==> src/rtl/regfile_bypass_pkg.sv <==
// Shared defaults and helpers for the bypassing register file.
package regfile_bypass_pkg;

   localparam int unsigned RF_DATA_W = 32;
   localparam int unsigned RF_ADDR_W = 5;

   // Width of one packed forwarding source: {we, rdy, waddr, wdata}.
   function automatic int unsigned rf_fwd_wd(input int unsigned aw, input int unsigned dw);
      return 2 + aw + dw;
   endfunction

endpackage

==> src/rtl/rf_read_port.sv <==
// One read port: prioritised forward mux, write-through, scoreboard stall.
module rf_read_port
   import regfile_bypass_pkg::*;
#(
   parameter int unsigned DATA_W  = RF_DATA_W,
   parameter int unsigned ADDR_W  = RF_ADDR_W,
   parameter int unsigned NUM_FWD = 3
) (
   input  logic [ADDR_W-1:0]         addr,
   input  logic [DATA_W-1:0]         reg_data,
   input  logic                      pend,
   input  logic [NUM_FWD-1:0]        fwd_we,
   input  logic [NUM_FWD-1:0]        fwd_rdy,
   input  logic [NUM_FWD*ADDR_W-1:0] fwd_waddr,
   input  logic [NUM_FWD*DATA_W-1:0] fwd_wdata,
   input  logic                      we,
   input  logic [ADDR_W-1:0]         waddr,
   input  logic [DATA_W-1:0]         wdata,
   output logic [DATA_W-1:0]         data_c,
   output logic                      stall_c
);

   logic              hit;
   logic              hit_rdy;
   logic [DATA_W-1:0] hit_data;

   // Scan oldest to youngest so the lowest matching index wins.
   always_comb begin
      hit      = 1'b0;
      hit_rdy  = 1'b0;
      hit_data = '0;
      for (int j = int'(NUM_FWD) - 1; j >= 0; j--) begin
         if (fwd_we[j] && (fwd_waddr[j*ADDR_W +: ADDR_W] == addr)) begin
            hit      = 1'b1;
            hit_rdy  = fwd_rdy[j];
            hit_data = fwd_wdata[j*DATA_W +: DATA_W];
         end
      end
   end

   // An unready youngest match stalls rather than falling through to older data.
   always_comb begin
      data_c  = '0;
      stall_c = 1'b0;
      if (addr == '0) begin
         data_c = '0;
      end else if (hit) begin
         if (hit_rdy) data_c  = hit_data;
         else         stall_c = 1'b1;
      end else if (we && (waddr == addr)) begin
         data_c = wdata;
      end else if (pend) begin
         stall_c = 1'b1;
      end else begin
         data_c = reg_data;
      end
   end

endmodule

==> src/rtl/regfile_bypass.sv <==
// Register file with multi-source forwarding and a pending scoreboard for
// long-latency producers; feeds the ID-stage hazard/stall controller.
module regfile_bypass
   import regfile_bypass_pkg::*;
#(
   parameter int unsigned DATA_W  = RF_DATA_W,
   parameter int unsigned ADDR_W  = RF_ADDR_W,
   parameter int unsigned NUM_RD  = 2,
   parameter int unsigned NUM_FWD = 3,
   parameter bit          SB_EN   = 1'b1
) (
   input  logic                      clk,
   input  logic                      rst,
   input  logic [NUM_RD*ADDR_W-1:0]  raddr,
   output logic [NUM_RD*DATA_W-1:0]  rdata,
   output logic [NUM_RD-1:0]         rd_stall,
   input  logic [NUM_FWD-1:0]        fwd_we,
   input  logic [NUM_FWD*ADDR_W-1:0] fwd_waddr,
   input  logic [NUM_FWD*DATA_W-1:0] fwd_wdata,
   input  logic [NUM_FWD-1:0]        fwd_rdy,
   input  logic                      we,
   input  logic [ADDR_W-1:0]         waddr,
   input  logic [DATA_W-1:0]         wdata,
   input  logic                      pend_set,
   input  logic [ADDR_W-1:0]         pend_addr,
   input  logic                      flush,
   output logic [(2**ADDR_W)-1:0]    pend_vec
);

   localparam int unsigned DEPTH = 2**ADDR_W;

   logic [DATA_W-1:0] rf_q [DEPTH];
   logic [DEPTH-1:0]  pend_q;

   // Architectural storage; r0 is never written and stays zero.
   always_ff @(posedge clk or posedge rst) begin
      if (rst) begin
         for (int k = 0; k < int'(DEPTH); k++) rf_q[k] <= '0;
      end else if (we && (waddr != '0)) begin
         rf_q[waddr] <= wdata;
      end
   end

   generate
      if (SB_EN) begin : g_sb
         // Set is applied after clear so a same-cycle re-issue stays pending.
         always_ff @(posedge clk or posedge rst) begin
            if (rst) begin
               pend_q <= '0;
            end else if (flush) begin
               pend_q <= '0;
            end else begin
               if (we && (waddr != '0))          pend_q[waddr]     <= 1'b0;
               if (pend_set && (pend_addr != '0)) pend_q[pend_addr] <= 1'b1;
            end
         end
      end else begin : g_no_sb
         logic unused_sb;
         assign unused_sb = ^{pend_set, pend_addr, flush};
         assign pend_q    = '0;
      end
   endgenerate

   assign pend_vec = pend_q;

   for (genvar i = 0; i < int'(NUM_RD); i++) begin : g_rd
      logic [ADDR_W-1:0] addr;
      assign addr = raddr[i*ADDR_W +: ADDR_W];

      rf_read_port #(
         .DATA_W  (DATA_W),
         .ADDR_W  (ADDR_W),
         .NUM_FWD (NUM_FWD)
      ) u_port (
         .addr      (addr),
         .reg_data  (rf_q[addr]),
         .pend      (pend_q[addr]),
         .fwd_we    (fwd_we),
         .fwd_rdy   (fwd_rdy),
         .fwd_waddr (fwd_waddr),
         .fwd_wdata (fwd_wdata),
         .we        (we),
         .waddr     (waddr),
         .wdata     (wdata),
         .data_c    (rdata[i*DATA_W +: DATA_W]),
         .stall_c   (rd_stall[i])
      );
   end

endmodule

==> config.mk <==
export PLATFORM = sky130hd
export DESIGN_NAME = regfile_bypass
export DESIGN_NICKNAME = d
export VERILOG_FILES = /design/src/rtl/regfile_bypass_pkg.sv /design/src/rtl/rf_read_port.sv /design/src/rtl/regfile_bypass.sv
export SDC_FILE = /design/constraint.sdc
export NUM_CORES = 2
export LEC_CHECK = 0
export CORE_MARGIN = 2
export CORE_UTILIZATION = 40
export CTS_BUF_LIST = sky130_fd_sc_hd__clkbuf_16
export DETAILED_ROUTE_END_ITERATION = 6
export MAX_ROUTING_LAYER = met4
export SETUP_SLACK_MARGIN = 0.1
export SKIP_LAST_GASP = 1
export SYNTH_ARGS = -nofsm -noshare
export SYNTH_HDL_FRONTEND = slang
export SYNTH_SLANG_ARGS = --single-unit
==> constraint.sdc <==
create_clock -name clk -period 67.9 [get_ports clk]
set_clock_uncertainty 0.1 [all_clocks]
set_input_delay 10.185 -clock clk [delete_from_list [all_inputs] [get_ports clk]]
set_output_delay 10.185 -clock clk [all_outputs]
set_load 0.05 [all_outputs]
== Yosys cells after proc, flatten, opt, wreduce, memory -nomap -nowiden ==
Cells that the tools add are included.

* Bits in registers: 1056
* Latch bits: 0
* Bits in writable memories: 0
* Bits in read-only memories: 0
* Bits of input ports: 174
* Word-level logic and storage cells: 133
* Memories kept: 0

* Add/subtract/negate cells: 0
* Multipliers: 0
* Divide/modulo/power cells: 0
* Magnitude comparators: 10
* Equal/unequal tests: 8
* Shift operators: 0
* Muxes and demuxes: 59
* Bitwise logic cells: 6
* Reductions and logical operators: 17

{| class="wikitable"
|+ Operator list
! kind !! number
|-
| 1024-bit bitwise mux || 1
|-
| 32-bit two-way mux || 25
|-
| 32-bit binary-select mux with 5-bit select || 2
|-
| 32-bit demux with 5-bit select || 1
|-
| 5-bit == test || 8
|-
| 32-bit bitwise AND || 1
|-
| 32-bit NOT || 1
|-
| 32-bit bitwise OR || 1
|-
| 1-bit two-way mux || 26
|-
| 5-bit by 6-bit less-than comparator with 1-bit output, second input constant || 4
|-
| 6-bit >= comparator, second input constant || 3
|-
| 5-bit NOT with 6-bit output || 3
|-
| 1-bit logical AND || 13
|-
| 1-bit binary-select mux with 5-bit select || 2
|-
| 1-bit demux with 5-bit select || 2
|-
| 5-bit by 1-bit >= comparator with 1-bit output, second input constant || 2
|-
| 5-bit zero test || 2
|-
| 5-bit nonzero test || 2
|-
| 6-bit by 1-bit less-than comparator with 1-bit output, second input constant || 1
|}

== Longest topological paths before layout ==
* Word-level depth: 11
* Mapped depth: 11
* Gate-level depth less buffers: 6

== Modules after synthesis ==
A second synthesis with hierarchy kept.

* Cell total of the unflattened synthesis: 5464
* Area total of the unflattened synthesis: 61989.5 µm²

{| class="wikitable"
|+ By module, submodules not included
! module !! times used !! cells an instance !! area an instance (µm²)
|-
| regfile_bypass || 1 || 4820 || 57252.4
|-
| rf_read_port || 2 || 322 || 2368.5
|}

== Worst setup path before layout ==
Ideal clock, no wire load.

* Kind: in2out
* From: in raddr[0]
* To: out rdata[31]
* Arrival time: 14.064 ns
* Required time: 57.615 ns
* Setup slack: 43.551 ns
* Stages on the path: 9
* Buffers on the path: 3
* Cell sequence: buf_6 -> buf_6 -> buf_2 -> mux4_2 -> mux2i_1 -> mux2i_1 -> o22ai_4 -> a221oi_2 -> a2111oi_0

* Longest elaborated chain between the ends: 8
* Elaborated cells on any way between the ends: 29
* Those cells by class: 4 x eq/ne; 19 x mux; 1 x bitwise; 5 x reduce/logical

{| class="wikitable"
|+ RTL lines
! element !! RTL line !! source
|-
| start, declared || regfile_bypass.sv:14 || <nowiki>input logic [NUM_RD*ADDR_W-1:0] raddr,</nowiki>
|-
| 5-bit NOT with 6-bit output (implied by the code) or 5-bit == test (tied branches) || regfile_bypass.sv:76, rf_read_port.sv:33 ||
|-
| 32-bit binary-select mux with 5-bit select or 1-bit logical AND (tied branches) || regfile_bypass.sv:76, rf_read_port.sv:33 ||
|-
| 32-bit two-way mux (implied by the code), or another cell as far along (2 in a row) || regfile_bypass.sv:76 || <nowiki>.reg_data (rf_q[addr]),</nowiki>
|-
| 32-bit two-way mux, or another cell as far along || rf_read_port.sv:52 || <nowiki>end else if (pend) begin</nowiki>
|-
| 32-bit two-way mux (on tied branches) || rf_read_port.sv:50, rf_read_port.sv:48 ||
|-
| 32-bit two-way mux || rf_read_port.sv:47 || <nowiki>end else if (hit) begin</nowiki>
|-
| 32-bit two-way mux (*) || rf_read_port.sv:45 || <nowiki>if (addr == '0) begin</nowiki>
|-
| end, declared || regfile_bypass.sv:15 || <nowiki>output logic [NUM_RD*DATA_W-1:0] rdata,</nowiki>
|}

Every way passes the cells marked *; elsewhere a longest branch is shown, timed or not. The select of a mux whose other input is x is not followed.

== Worst setup path in the final report ==
* From: in raddr[5]
* To: out rd_stall[1]

* Longest elaborated chain between the ends: 8
* Elaborated cells on any way between the ends: 22
* Those cells by class: 4 x eq/ne; 13 x mux; 5 x reduce/logical

{| class="wikitable"
|+ RTL lines
! element !! RTL line !! source
|-
| branches (longest 7 deep; another with 1-bit binary-select mux with 5-bit select) || - ||
|-
| 1-bit two-way mux (*) || rf_read_port.sv:45 ||
|-
| end, declared || regfile_bypass.sv:16 || <nowiki>output logic [NUM_RD-1:0] rd_stall,</nowiki>
|}

Mark *: on every way between the ends. The select of a mux whose other input is x is not followed.

==> impl_metrics.json <==
{
  "finalWorstSetupSlack_ns": 41.89,
  "clkSlewWorstSetupHoldPaths_ns": 0.06,
  "wl_per_cell_um": 32.0,
  "drt-initial-drc-count": 3434,
  "ys.flop_type": "dfrtp_1",
  "vias_per_cell": 6.38,
  "num_vias": 38400,
  "synth_cell_type_count": 51,
  "grt_pass1_vias": 39400,
  "fin_crit_sh_pct": 38.3,
  "leakagePower_nw": 28.0,
  "antenna_found_initial": 8,
  "drive_above_1_share_pct": 48.0,
  "slew_viol_final": 0,
  "grt_max_degree": 163,
  "die-area_um2": 151000,
  "rows": 140,
  "drv_cap": 0,
  "ys_seq_elements": 1056,
  "die_w_um": 388,
  "multi_input_area_um2": 30800,
  "coreArea_um2": 146000,
  "antenna_left": 0,
  "hpwlAfterDp_um": 110000,
  "synthArstFlopShare_pct": 100,
  "end_kind": "output port",
  "min_period_ns": 26.01,
  "seqCellArea_um2": 26400,
  "globalRouteOverflowTotal": 0,
  "p_total_w": 0.00187,
  "netlist.area_leader.share_pct": 44.8,
  "cp.required_ns": 57.61,
  "setup_viol": 0,
  "yosysMostFrequentCell": "mux2_2",
  "crit_path_top_delay_cell": "clkdlybuf4s50_1",
  "fmax_mhz": 38.4,
  "power_density_nw_per_um2": 28.0,
  "cp.arrival_ns": 15.72,
  "syn_area_um2": 59000,
  "cts_root_buffer": "clkbuf_16",
  "synth_nets": 4164,
  "outcome": "complete, no violations",
  "pre_cts_slack_ns": 41.78,
  "synth_area_leaders": "dfrtp_1 (45%), mux4_2 (20%), mux2_2 (20%)",
  "max_slew_margin_pct": 14.6,
  "cts.repair.resized": 0,
  "setup_tns_ns": 0,
  "cts_buffers": 115,
  "portBuffers": 271,
  "n_fill_cell": 13000,
  "syn_avg_cell_area_um2": 14.8,
  "yosys-top-cells-count": "mux2_2 (1057), dfrtp_1 (1056), mux4_2 (530)",
  "ys_warn_count": 0,
  "rsz0062_at_grt": "false",
  "critPathMaxFanout": 74,
  "clk_latency_ns": 0.70,
  "cp_common_cell": "buf_4",
  "ys_seq_area_share_pct": 44.8,
  "place.gp.congestion": 0.803,
  "synth_top_cell_by_area": "dfrtp_1",
  "drc_errors": 0,
  "hp-class": "register to register",
  "grt_usage_pct": 26.2,
  "hold_violations": 0,
  "path_cells": "buf_8 -> buf_4 -> xor2_1 -> nor4_2 -> nand3_2 -> buf_4 -> nand3_2 -> buf_4 -> nor3_1 -> o21a_1 -> clkdlybuf4s50_1",
  "peakVddDrop_mv": 0.0209,
  "totalWireLength_um": 193000,
  "syn2layout_area_growth_pct": 13.2,
  "clock-sinks": 1056,
  "worstSetupPathType": "input pin to output port",
  "clockBufferDepth": 3,
  "ios": 272,
  "start_util_pct": 40.4,
  "synth_edf_count": 0,
  "tightest_slew_ns": 1.28,
  "htree_levels": 3,
  "cts_tree": "built",
  "cts_hold_buf": 0,
  "nets": 4180,
  "netlist_instances": 3990,
  "grt_pass1_wl_um": 281000,
  "post_cts_buffers": 0,
  "max_stage_delay_ns": 0.85,
  "die_h_um": 388,
  "worstSetupStartpointType": "input pin",
  "dr.pass1.iters": 5
}
where the power goes:
group          internal, W  switching, W
combinational     0.000255      0.000192
sequential        0.000746     0.0000807
clock             0.000336      0.000265
total              0.00134      0.000537
registers in the layout (all words and copies together) (netlist names):
signal and flops:
pend_vec 32, rf_q 1024
metal layers:
| layer | global-route usage (%) | routed length (µm) | up-vias |
|---|---|---|---|
| met4 | 7.86 | 6000 | 0 |
| met2 | 41.6 | 92700 | 1478 |
| met3 | 4.15 | 12900 | 339 |
| met1 | 34.7 | 81100 | 20900 |
| li1 | - | - | 15700 |
| met5 | - | 0 | - |
cell families (layout without fill, tap and decap cells):
logic type | after synthesis | after routing | share of synthesized area, %
muxes | 1791 | 1791 | 43.8
DFF | 1056 | 1056 | 44.8
buffers and inverters | 477 | 580 | 3.46
AOI/OAI and AO/OA | 402 | 402 | 5.58
and+or+nand+nor | 224 | 224 | 1.77
xor gates and xnor gates | 40 | 40 | 0.593
other | 0 | 3 | 0
area by class of cell:
cell class                      count  share of cell area [%]
Clock inverter                     85                   0.830
Timing Repair Buffer              373                    5.40
Inverter                            3                  0.0281
Tap cell                         1917                    3.59
Sequential cell                  1056                    39.6
Antenna cell                        3                  0.0112
Clock buffer                      119                    4.46
Multi-Input combinational cell   2457                    46.1
per-stage QoR:
| step | area (µm²) | util (%) | cells | hold slack [ns] |
|---|---|---|---|---|
| final | 66800 | 45.7 | 6013 | 0.294 |
| after global routing | 66800 | 45.7 | 6013 | 0.307 |
| after CTS | 66800 | 45.7 | 6010 | 0.297 |
| after detailed placement | 63300 | 43.3 | 5806 | 0.283 |
| after global placement | 63300 | 43.3 | 5806 | 0.276 |
| after floorplan | 59000 | - | 3990 | 0.341 |
placed cells by master (no fill, tap or decap), types with 6 or more instances in the layout:
cell type,count
a2111oi_2,31
a21oi_1,48
a221o_1,32
a221oi_1,32
a221oi_2,32
a22oi_1,14
buf_12,8
buf_4,94
buf_8,6
bufinv_16,6
clkbuf_16,119
clkdlybuf4s50_1,265
clkinv_1,23
clkinv_2,19
dfrtp_1,1056
inv_1,33
mux2_2,1057
mux2i_1,204
mux4_2,530
nand2_1,57
nand2_2,8
nand2b_1,12
nor2_1,65
nor2_4,9
nor2b_1,10
nor3_1,8
o21ai_0,40
o221ai_1,32
o22ai_1,128
xnor2_1,20
xor2_1,20
worst max-delay path: cells and delay by family:
family	cells	cell delay (ns)
AND/OR/NAND/NOR	4	1.73
buffers and inverters	5	3.14
XOR/XNOR	1	0.22
AO/OA/AOI/OAI	1	0.24
path summary, 6_finish.rpt:
check	slack, ns	cells after the start	startpoint	to
max in group asynchronous	53.97	6	rst	rf_q[601]
hold reg to reg	0.29	0	rf_q[995]	rf_q[995]
min in group asynchronous	9.92	2	rst	rf_q[712]
setup reg to reg	66.99	1	rf_q[479]	rf_q[479]
setup / recovery	41.89	11	raddr[5]	rd_stall[1]
hold / removal	0.29	0	rf_q[995]	rf_q[995]
No activity file was read; power rests on OpenSTA's default activity.
